===== config.mk =====
export PLATFORM = sky130hd
export DESIGN_NAME = dest_reg_scoreboard
export DESIGN_NICKNAME = d
export VERILOG_FILES = /design/src/rtl/dest_reg_scoreboard_pkg.sv /design/src/rtl/dest_reg_scoreboard_match.sv /design/src/rtl/dest_reg_scoreboard.sv
export SDC_FILE = /design/constraint.sdc
export NUM_CORES = 1
export LEC_CHECK = 0
export CORE_UTILIZATION = 30
export DETAILED_ROUTE_END_ITERATION = 7
export GPL_TIMING_DRIVEN = 0
export PLACE_DENSITY = 0.54
export RECOVER_POWER = 50
export SKIP_LAST_GASP = 1
export SLEW_MARGIN = 30
export SYNTH_ARGS = -nofsm -noshare
export SYNTH_HDL_FRONTEND = slang
export SYNTH_SLANG_ARGS = --single-unit

===== constraint.sdc =====
create_clock -name clk -period 2.25 [get_ports clk]
set_input_delay 0.225 -clock clk [delete_from_list [all_inputs] [get_ports clk]]
set_output_delay 0.225 -clock clk [all_outputs]
set_load 0.05 [all_outputs]

===== src/rtl/dest_reg_scoreboard_pkg.sv =====
// Shared definitions for the destination-register scoreboard: forwarding
// select encodings, architectural register numbers and the in-flight entry.
package dest_reg_scoreboard_pkg;

   // Register-number width of an entry; the 32-bit pending mask ties it to 5.
   localparam int SB_REG_W = 5;

   localparam logic [1:0] FWD_NONE  = 2'b00;
   localparam logic [1:0] FWD_EXMEM = 2'b01;
   localparam logic [1:0] FWD_MEMWB = 2'b10;

   localparam logic [SB_REG_W-1:0] REG_ZERO = 5'd0;
   localparam logic [SB_REG_W-1:0] REG_RA   = 5'd31;

   typedef struct packed {
      logic                valid;
      logic                regwrite;
      logic                memread;
      logic [SB_REG_W-1:0] dest;
   } sb_entry_t;

   localparam sb_entry_t SB_BUBBLE = '0;

   // True when the entry will write register r; $zero is never a producer.
   function automatic logic writes_reg(sb_entry_t e, logic [SB_REG_W-1:0] r);
      return e.valid & e.regwrite & (e.dest == r) & (r != REG_ZERO);
   endfunction

endpackage


===== src/rtl/dest_reg_scoreboard_match.sv =====
// Combinational compare of one in-flight entry against the ID sources.
module sb_match
   import dest_reg_scoreboard_pkg::*;
(
   input  sb_entry_t           entry,
   input  logic [SB_REG_W-1:0] rs,
   input  logic [SB_REG_W-1:0] rt,
   output logic                hit_rs,
   output logic                hit_rt
);

   assign hit_rs = writes_reg(entry, rs);
   assign hit_rt = writes_reg(entry, rt);

endmodule


===== src/rtl/dest_reg_scoreboard.sv =====
// Destination-register scoreboard beside the ID/EX register: tracks the
// EX/MEM/WB producers, raises the ID stall and registers the EX operand
// forwarding selects for the instruction being issued.
module dest_reg_scoreboard
   import dest_reg_scoreboard_pkg::*;
#(
   parameter int REG_W      = SB_REG_W,
   parameter bit FORWARD_EN = 1'b1,
   parameter int CNT_W      = 16
) (
   input  logic             clk,
   input  logic             reset,
   input  logic             id_valid,
   input  logic [REG_W-1:0] id_rs,
   input  logic [REG_W-1:0] id_rt,
   input  logic             id_uses_rs,
   input  logic             id_uses_rt,
   input  logic [REG_W-1:0] id_dest,
   input  logic             id_regwrite,
   input  logic             id_memread,
   input  logic             hold,
   input  logic             flush,
   output logic             stall_id,
   output logic [1:0]       fwd_a,
   output logic [1:0]       fwd_b,
   output logic [31:0]      pending,
   output logic [CNT_W-1:0] stall_cnt
);

   sb_entry_t        ex_reg, mem_reg, wb_reg, ex_next;
   logic             ex_hit_rs, ex_hit_rt, mem_hit_rs, mem_hit_rt;
   logic             wb_hit_rs, wb_hit_rt;
   logic             ex_used, mem_used, issue;
   logic [1:0]       fwd_a_reg, fwd_b_reg, fwd_a_next, fwd_b_next;
   logic [31:0]      pending_reg, pending_next;
   logic [CNT_W-1:0] stall_cnt_reg;
   logic             unused_wb_hit;

   sb_match u_match_ex (
      .entry (ex_reg),  .rs (id_rs), .rt (id_rt),
      .hit_rs(ex_hit_rs),  .hit_rt(ex_hit_rt)
   );
   sb_match u_match_mem (
      .entry (mem_reg), .rs (id_rs), .rt (id_rt),
      .hit_rs(mem_hit_rs), .hit_rt(mem_hit_rt)
   );
   sb_match u_match_wb (
      .entry (wb_reg),  .rs (id_rs), .rt (id_rt),
      .hit_rs(wb_hit_rs),  .hit_rt(wb_hit_rt)
   );

   // A WB producer is resolved by the write-then-read register file, so its
   // hits never stall or forward; they are only visible for debug probing.
   assign unused_wb_hit = wb_hit_rs | wb_hit_rt;

   assign ex_used  = (ex_hit_rs  & id_uses_rs) | (ex_hit_rt  & id_uses_rt);
   assign mem_used = (mem_hit_rs & id_uses_rs) | (mem_hit_rt & id_uses_rt);

   // Stall: load-use only when forwarding exists, else any EX/MEM RAW hazard.
   always_comb begin
      stall_id = 1'b0;
      if (id_valid && !flush) begin
         if (FORWARD_EN) stall_id = ex_reg.memread & ex_used;
         else            stall_id = ex_used | mem_used;
      end
   end

   assign issue = id_valid & ~flush & ~stall_id;

   // Record entering EX: the ID instruction on issue, otherwise a bubble.
   always_comb begin
      ex_next = SB_BUBBLE;
      if (issue) begin
         ex_next.valid    = 1'b1;
         ex_next.regwrite = id_regwrite;
         ex_next.memread  = id_memread;
         ex_next.dest     = id_dest;
      end
   end

   // Forward selects for the issuing instruction; the younger EX producer wins.
   always_comb begin
      fwd_a_next = FWD_NONE;
      fwd_b_next = FWD_NONE;
      if (FORWARD_EN && issue) begin
         if (ex_hit_rs && !ex_reg.memread) fwd_a_next = FWD_EXMEM;
         else if (mem_hit_rs)              fwd_a_next = FWD_MEMWB;
         if (ex_hit_rt && !ex_reg.memread) fwd_b_next = FWD_EXMEM;
         else if (mem_hit_rt)              fwd_b_next = FWD_MEMWB;
      end
   end

   // Pending mask from the entries that will occupy EX/MEM/WB after the edge.
   genvar gi;
   assign pending_next[0] = 1'b0;
   generate
      for (gi = 1; gi < 32; gi++) begin : g_pending
         assign pending_next[gi] = writes_reg(ex_next, SB_REG_W'(gi))
                                 | writes_reg(ex_reg,  SB_REG_W'(gi))
                                 | writes_reg(mem_reg, SB_REG_W'(gi));
      end
   endgenerate

   // Pipeline shift, registered outputs and saturating stall counter; hold freezes all.
   always_ff @(posedge clk) begin
      if (reset) begin
         ex_reg        <= SB_BUBBLE;
         mem_reg       <= SB_BUBBLE;
         wb_reg        <= SB_BUBBLE;
         fwd_a_reg     <= FWD_NONE;
         fwd_b_reg     <= FWD_NONE;
         pending_reg   <= '0;
         stall_cnt_reg <= '0;
      end else if (!hold) begin
         ex_reg      <= ex_next;
         mem_reg     <= ex_reg;
         wb_reg      <= mem_reg;
         fwd_a_reg   <= fwd_a_next;
         fwd_b_reg   <= fwd_b_next;
         pending_reg <= pending_next;
         if (stall_id && (stall_cnt_reg != {CNT_W{1'b1}}))
            stall_cnt_reg <= stall_cnt_reg + CNT_W'(1);
      end
   end

   assign fwd_a     = fwd_a_reg;
   assign fwd_b     = fwd_b_reg;
   assign pending   = pending_reg;
   assign stall_cnt = stall_cnt_reg;

endmodule


Yosys cells after proc, flatten, opt, wreduce, memory -nomap -nowiden. Index checks and enable logic that the tools add are counted.

Add/sub/neg operators: 1. Eq/ne operators: 98. Multiplexer cells: 8. Bitwise logic cells: 175. Reduce and logical (&&, ||, !) cells: 9.

Operators by type and width (count): 5-bit equality test (second input constant) (48); 5-bit by 4-bit equality test with 1-bit output (second input constant) (24); 1-bit bitwise AND (109); 1-bit OR (63); 5-bit by 3-bit equality test with 1-bit output (second input constant) (12); 5-bit by 2-bit equality test with 1-bit output (second input constant) (6); 5-bit equality test (4); 16-bit by 1-bit adder with 16-bit output (second input constant) (1); 16-bit inequality test (second input constant) (1); 5-bit by 1-bit equality test with 1-bit output (second input constant) (3); 2-bit two-way mux (6); 5-bit nonzero test (2); 8-bit two-way mux (1); 1-bit logical AND (4); 1-bit NOT (3); 1-bit zero test (2); 2-bit AND reduction (1); 1-bit two-way mux (1).

Flip-flop bits (word level): 66. Input bits: 24. Output and inout bits: 53. Word-level logic and storage cells: 302.

Logic depth before layout (Yosys ltp).
Word-level depth: 14. Gate-level depth with buffers: 9. Depth with buffers taken out: 7.

Cells and area by module. From an unflattened synthesis, not the netlist that was laid out.

Cells, all modules: 453. Area total of the unflattened synthesis: 3791.1 um2.

By module, submodules not included: dest_reg_scoreboard (instances 1, cells each 411, area an instance 3508.4 um2, seq. area each 1341.3 um2); sb_match (instances 2, cells each 21, area an instance 141.4 um2, seq. area each 0.0 um2).

Worst setup path after synthesis. No wires, ideal clock.

Path kind: reg-to-output. Start: reg ex_reg[3] in the netlist's numbering. End: out stall_id. Arrival: 2.116 ns. Data required time: 2.025 ns. Path slack: -0.091 ns. Cell stages (with the launch flop): 9. Buffers on the path: 3. Cells stage by stage: dfxtp_1 -> buf_6 -> xor2_1 -> nor4_2 -> nand3b_1 -> a21bo_1 -> buf_4 -> buf_6 -> nor2b_1.

Word-level cells in the longest chain between the ends: 7. Elaborated cells between the ends (all ways): 11. Those cells by class: eq/ne (2); mux (1); bitwise (8).

Ends and longest elaborated chain: start, declared (line dest_reg_scoreboard.sv:30) `sb_entry_t ex_reg, mem_reg, wb_reg, ex_next;`; start signal, assigned (line dest_reg_scoreboard.sv:115) `ex_reg <= ex_next;`; 5-bit equality test (line dest_reg_scoreboard_pkg.sv:26) `return e.valid & e.regwrite & (e.dest == r) & (r != REG_ZERO);`; 1-bit bitwise AND (2 in a row) (line dest_reg_scoreboard_pkg.sv:26); 1-bit bitwise AND (line dest_reg_scoreboard.sv:56) `assign ex_used = (ex_hit_rs & id_uses_rs) | (ex_hit_rt & id_uses_rt);`; 1-bit OR (*) (line dest_reg_scoreboard.sv:56); 1-bit bitwise AND (*) (line dest_reg_scoreboard.sv:63) `if (FORWARD_EN) stall_id = ex_reg.memread & ex_used;`; 1-bit two-way mux (*) (line dest_reg_scoreboard.sv:62) `if (id_valid && !flush) begin`; end, declared (line dest_reg_scoreboard.sv:23) `output logic stall_id,`.

Every way passes the cells marked *; elsewhere a longest branch is shown, timed or not.

Worst setup path in the final report.
Start: reg ex_reg[1] in the netlist's numbering. End: out stall_id.

The elaborated chain is that of the path after synthesis.

==> key figures <==
Outcome
  – Status: finished with violations
  – Failing checks: setup timing

Yosys
  – Post-synth top cells: dfxtp_1 (66), a221oi_1 (56), nand3_1 (43), nor2_1 (42), inv_1 (33)
  – Most frequent cell after synthesis: dfxtp_1
  – Adder-Cell Fraction of Synth Area: 0.00335
  – Syn_area_per_cell: 8.12 um^2
  – Most used DFF post-synth: dfxtp_1
  – Most area-consuming cells after synthesis: dfxtp_1 (35%), a221oi_1 (13%), nand3_1 (5.8%)
  – Count of cell types in the netlist: 44
  – Area leader, netlist: dfxtp_1
  – Syn nets: ~490
  – XOR/XNOR Fraction of Synth Area: 0.0469
  – Post-synth ARST share: 0
  – Syn Inst Count: 460
  – Yosys reg bits: 66
  – Post-synth EDFFs: 0
  – Largest family of logic cells by synthesized area: simple AND/OR/NAND/NOR gates
  – Synth Area in Simple Gates: 0.256
  – Mux contribution to synthesized area: 0.0368
  – Sequential share of the synthesized area: 0.354
  – Top-area cell type share of the netlist area: 0.354
  – Synth warn: 0
  – Netlist Area Pre-Place: around 3700 um^2
  – Synth Area in Compound Gates: 0.209

Cells and area
  – Antenna cells: 0
  – Share of layout cells above drive strength 1: 0.104
  – Fin nets: between 500 and 600
  – FILL cells: between 1000 and 1500
  – Synth-to-Final Area Change: 36.6%
  – Max FFs per register: 31

STA
  – Tcrit/Tclk final: 1.01
  – Slew HR: 0.438
  – F_max: 441 MHz
  – Actual slew at the worst max-slew pin: 841 ps
  – Setup Skew: 6.31 ps
  – Final setup margin: -17.7 ps
  – Pins Over Slew Limit: 0
  – Final setup vio count: 1
  – Min Tclk post-route: roughly 2300 ps
  – Final Hold Viols: 0
  – Hold Worst Slack: about 450 ps
  – TNS Setup: -17.7 ps
  – Unrepaired setup endpoints after global routing: true

Min path
  – Hold crit path type: primary input to register

Power
  – Flop pwr share: 0.379
  – Sw Share: 0.251
  – Clk pwr share: 0.497
  – Pwr/cell area: ~630 nW/um^2
  – Total power: approximately 3200 uW
  – Peak supply drop: roughly 0.00035 V
  – Combinational Power Share: 0.124
  – Int Power: roughly 2400 uW
  – P_sw: 809 uW
  – Leak: between 0.0015 and 0.002 uW

Clock tree
  – Clock sinks: 66
  – Clock Path Buffers: 2
  – Cts bufs inserted: 9
  – Clock slew at reported path FFs: approximately 50 ps
  – Worst-Skew Late Latency: approximately 340 ps
  – Clk Tree Root Cell: clkbuf_16
  – H-tree depth: 3
  – Hold-fix buffers, CTS: 0
  – TritonCTS clock tree: done

Die
  – Starting Density: 0.310
  – Die height: about 110 um
  – Die width: between 100 and 150 um
  – Core area: between 10000 and 15000 um^2
  – Rows: 40
  – Ports: between 70 and 80
  – Die area: between 10000 and 15000 um^2

Placed design
  – Routability Congestion: slightly below 0.9
  – Port Buf Inserts: 74
  – Dpl hpwl: 9.16 mm

Drt
  – Drt total wl: roughly 12 mm
  – Routed vias/inst: 5.40
  – Pre-antenna DRT Iters: 5
  – # DRC: 0
  – Initial DRC Count: a little under 400
  – Routed Antenna Nets: 0
  – WL per Instance: between 15 and 20 um
  – Vias: between 3000 and 4000

Global route
  – Total gr overflow: 0
  – Initial antenna violation count: 0
  – First-pass GRT wire length: 19.4 mm
  – GR Util All Layers: 0.197
  – Vias in the first global route: between 3000 and 4000
  – Largest net degree at the start of global routing: 12

Setup path
  – CP Launch Type: register
  – CP Data Required Time: approximately 2000 ps
  – Crit Path Class: register to primary output
  – CP endpoint kind: primary output
  – Crit-path max FO: 10
  – Worst Path Arrival: 2040 ps

Flow run
  – Max-cap check violation count: 0
## critical path, cell delays in order, from the launching register on
cell and delay [ps]:
dfxtp_4 380, xor2_1 180, nor4_2 270, nand3b_1 130
a21bo_1 210, buf_6 120, buf_6 130, nor2b_2 120
buf_6 160
## through the flow
stage | instances | setup slack, ps | instance area (um^2) | util
2_1_floorplan | 460 | 13.5 | 3740 | -
3_3_place_gp | 702 | -794 | 4690 | 0.389
3_5_place_dp | 702 | -828 | 4690 | 0.389
4_1_cts | 716 | -21.3 | 5040 | 0.418
5_1_grt | 717 | -88.7 | 5100 | 0.423
6_report | 717 | -17.7 | 5100 | 0.423
## layout make-up
| type | count | area [um^2] | share of cell area |
|---|---|---|---|
| flip-flops and latches | 66 | 1340 | 0.263 |
| clock buffers | 10 | 229 | 0.0449 |
| repair buffers | 76 | 754 | 0.148 |
| plain buffers | 41 | 215 | 0.0422 |
| clock inverters | 6 | 105 | 0.0206 |
| inverters | 33 | 124 | 0.0243 |
| multi-input cells | 317 | 2120 | 0.416 |
| well taps | 168 | 210 | 0.0412 |
## layout by cell type, fill, tap and decap left out, drive strengths merged, types with 3 or more instances in the layout
cell,Yosys,final
nand2b,6,6
nor2b,19,19
and2,5,5
nor4,7,7
buf,19,21
dlygate4sd2,0,4
o31ai,8,8
clkinv,0,3
a22o,7,7
bufinv,0,3
clkdlybuf4s50,0,17
clkbuf,25,33
a31oi,3,3
nand3b,4,4
xnor2,7,7
mux2i,7,7
inv,33,33
o21ai,8,8
a21oi,13,13
dlygate4sd3,0,51
mux2,6,6
nor2,42,42
nand3,43,43
or4,8,8
nor3,15,15
dfxtp,66,66
nand4,5,5
xor2,13,13
a221oi,56,56
nand2,18,18
## path summary, 6_finish.rpt
path	from	end	slack (ps)	cells past startpoint
worst max register to register	ex_reg[1]$_SDFFE_PP0N_	stall_cnt[10]$_SDFFE_PP0P_	30	8
worst min-delay path	id_rt[4]	fwd_b[1]$_SDFFE_PP0N_	450	5
worst max-delay path	ex_reg[1]$_SDFFE_PP0N_	stall_id	-20	8
worst min register to register	fwd_b[1]$_SDFFE_PP0N_	fwd_b[1]$_SDFFE_PP0N_	450	2
## layer usage
| metal | GRT usage | routed length [um] | vias to the layer above | share of wire |
|---|---|---|---|---|
| li1 | - | - | 1867 | - |
| met5 | 0 | 0 | - | 0 |
| met3 | 0.0425 | 809 | 14 | 0.065 |
| met2 | 0.313 | 5630 | 146 | 0.46 |
| met1 | 0.268 | 5780 | 1847 | 0.47 |
| met4 | 0.0588 | 147 | 0 | 0.012 |
## cells by family after synthesis
logic type / Yosys count
other: 1
AND/OR/NAND/NOR: 182
buffers and inverters: 77
XOR/XNOR: 20
flip-flops: 66
multiplexers: 13
adder cells (fa/ha/maj): 1
AO/OA/AOI/OAI: 100
## power groups by stage
stage / logic (uW) / clock network (uW) / registers (uW)
2_1_floorplan: 157 / 0 / 1340
3_3_place_gp: 404 / 0 / 1250
3_5_place_dp: 408 / 0 / 1250
4_1_cts: 403 / 1620 / 1230
5_1_grt: 428 / 1670 / 1230
6_report: 399 / 1600 / 1220
## repair_timing
action | CTS | global route
gates resized for setup | 21 | 13
buffers inserted | 1 | 1
setup endpoints to repair | 26 | 42
pin swaps | 2 | 1
hold endpoints to repair | 0 | 0
Power figures use the tool's default switching activity.
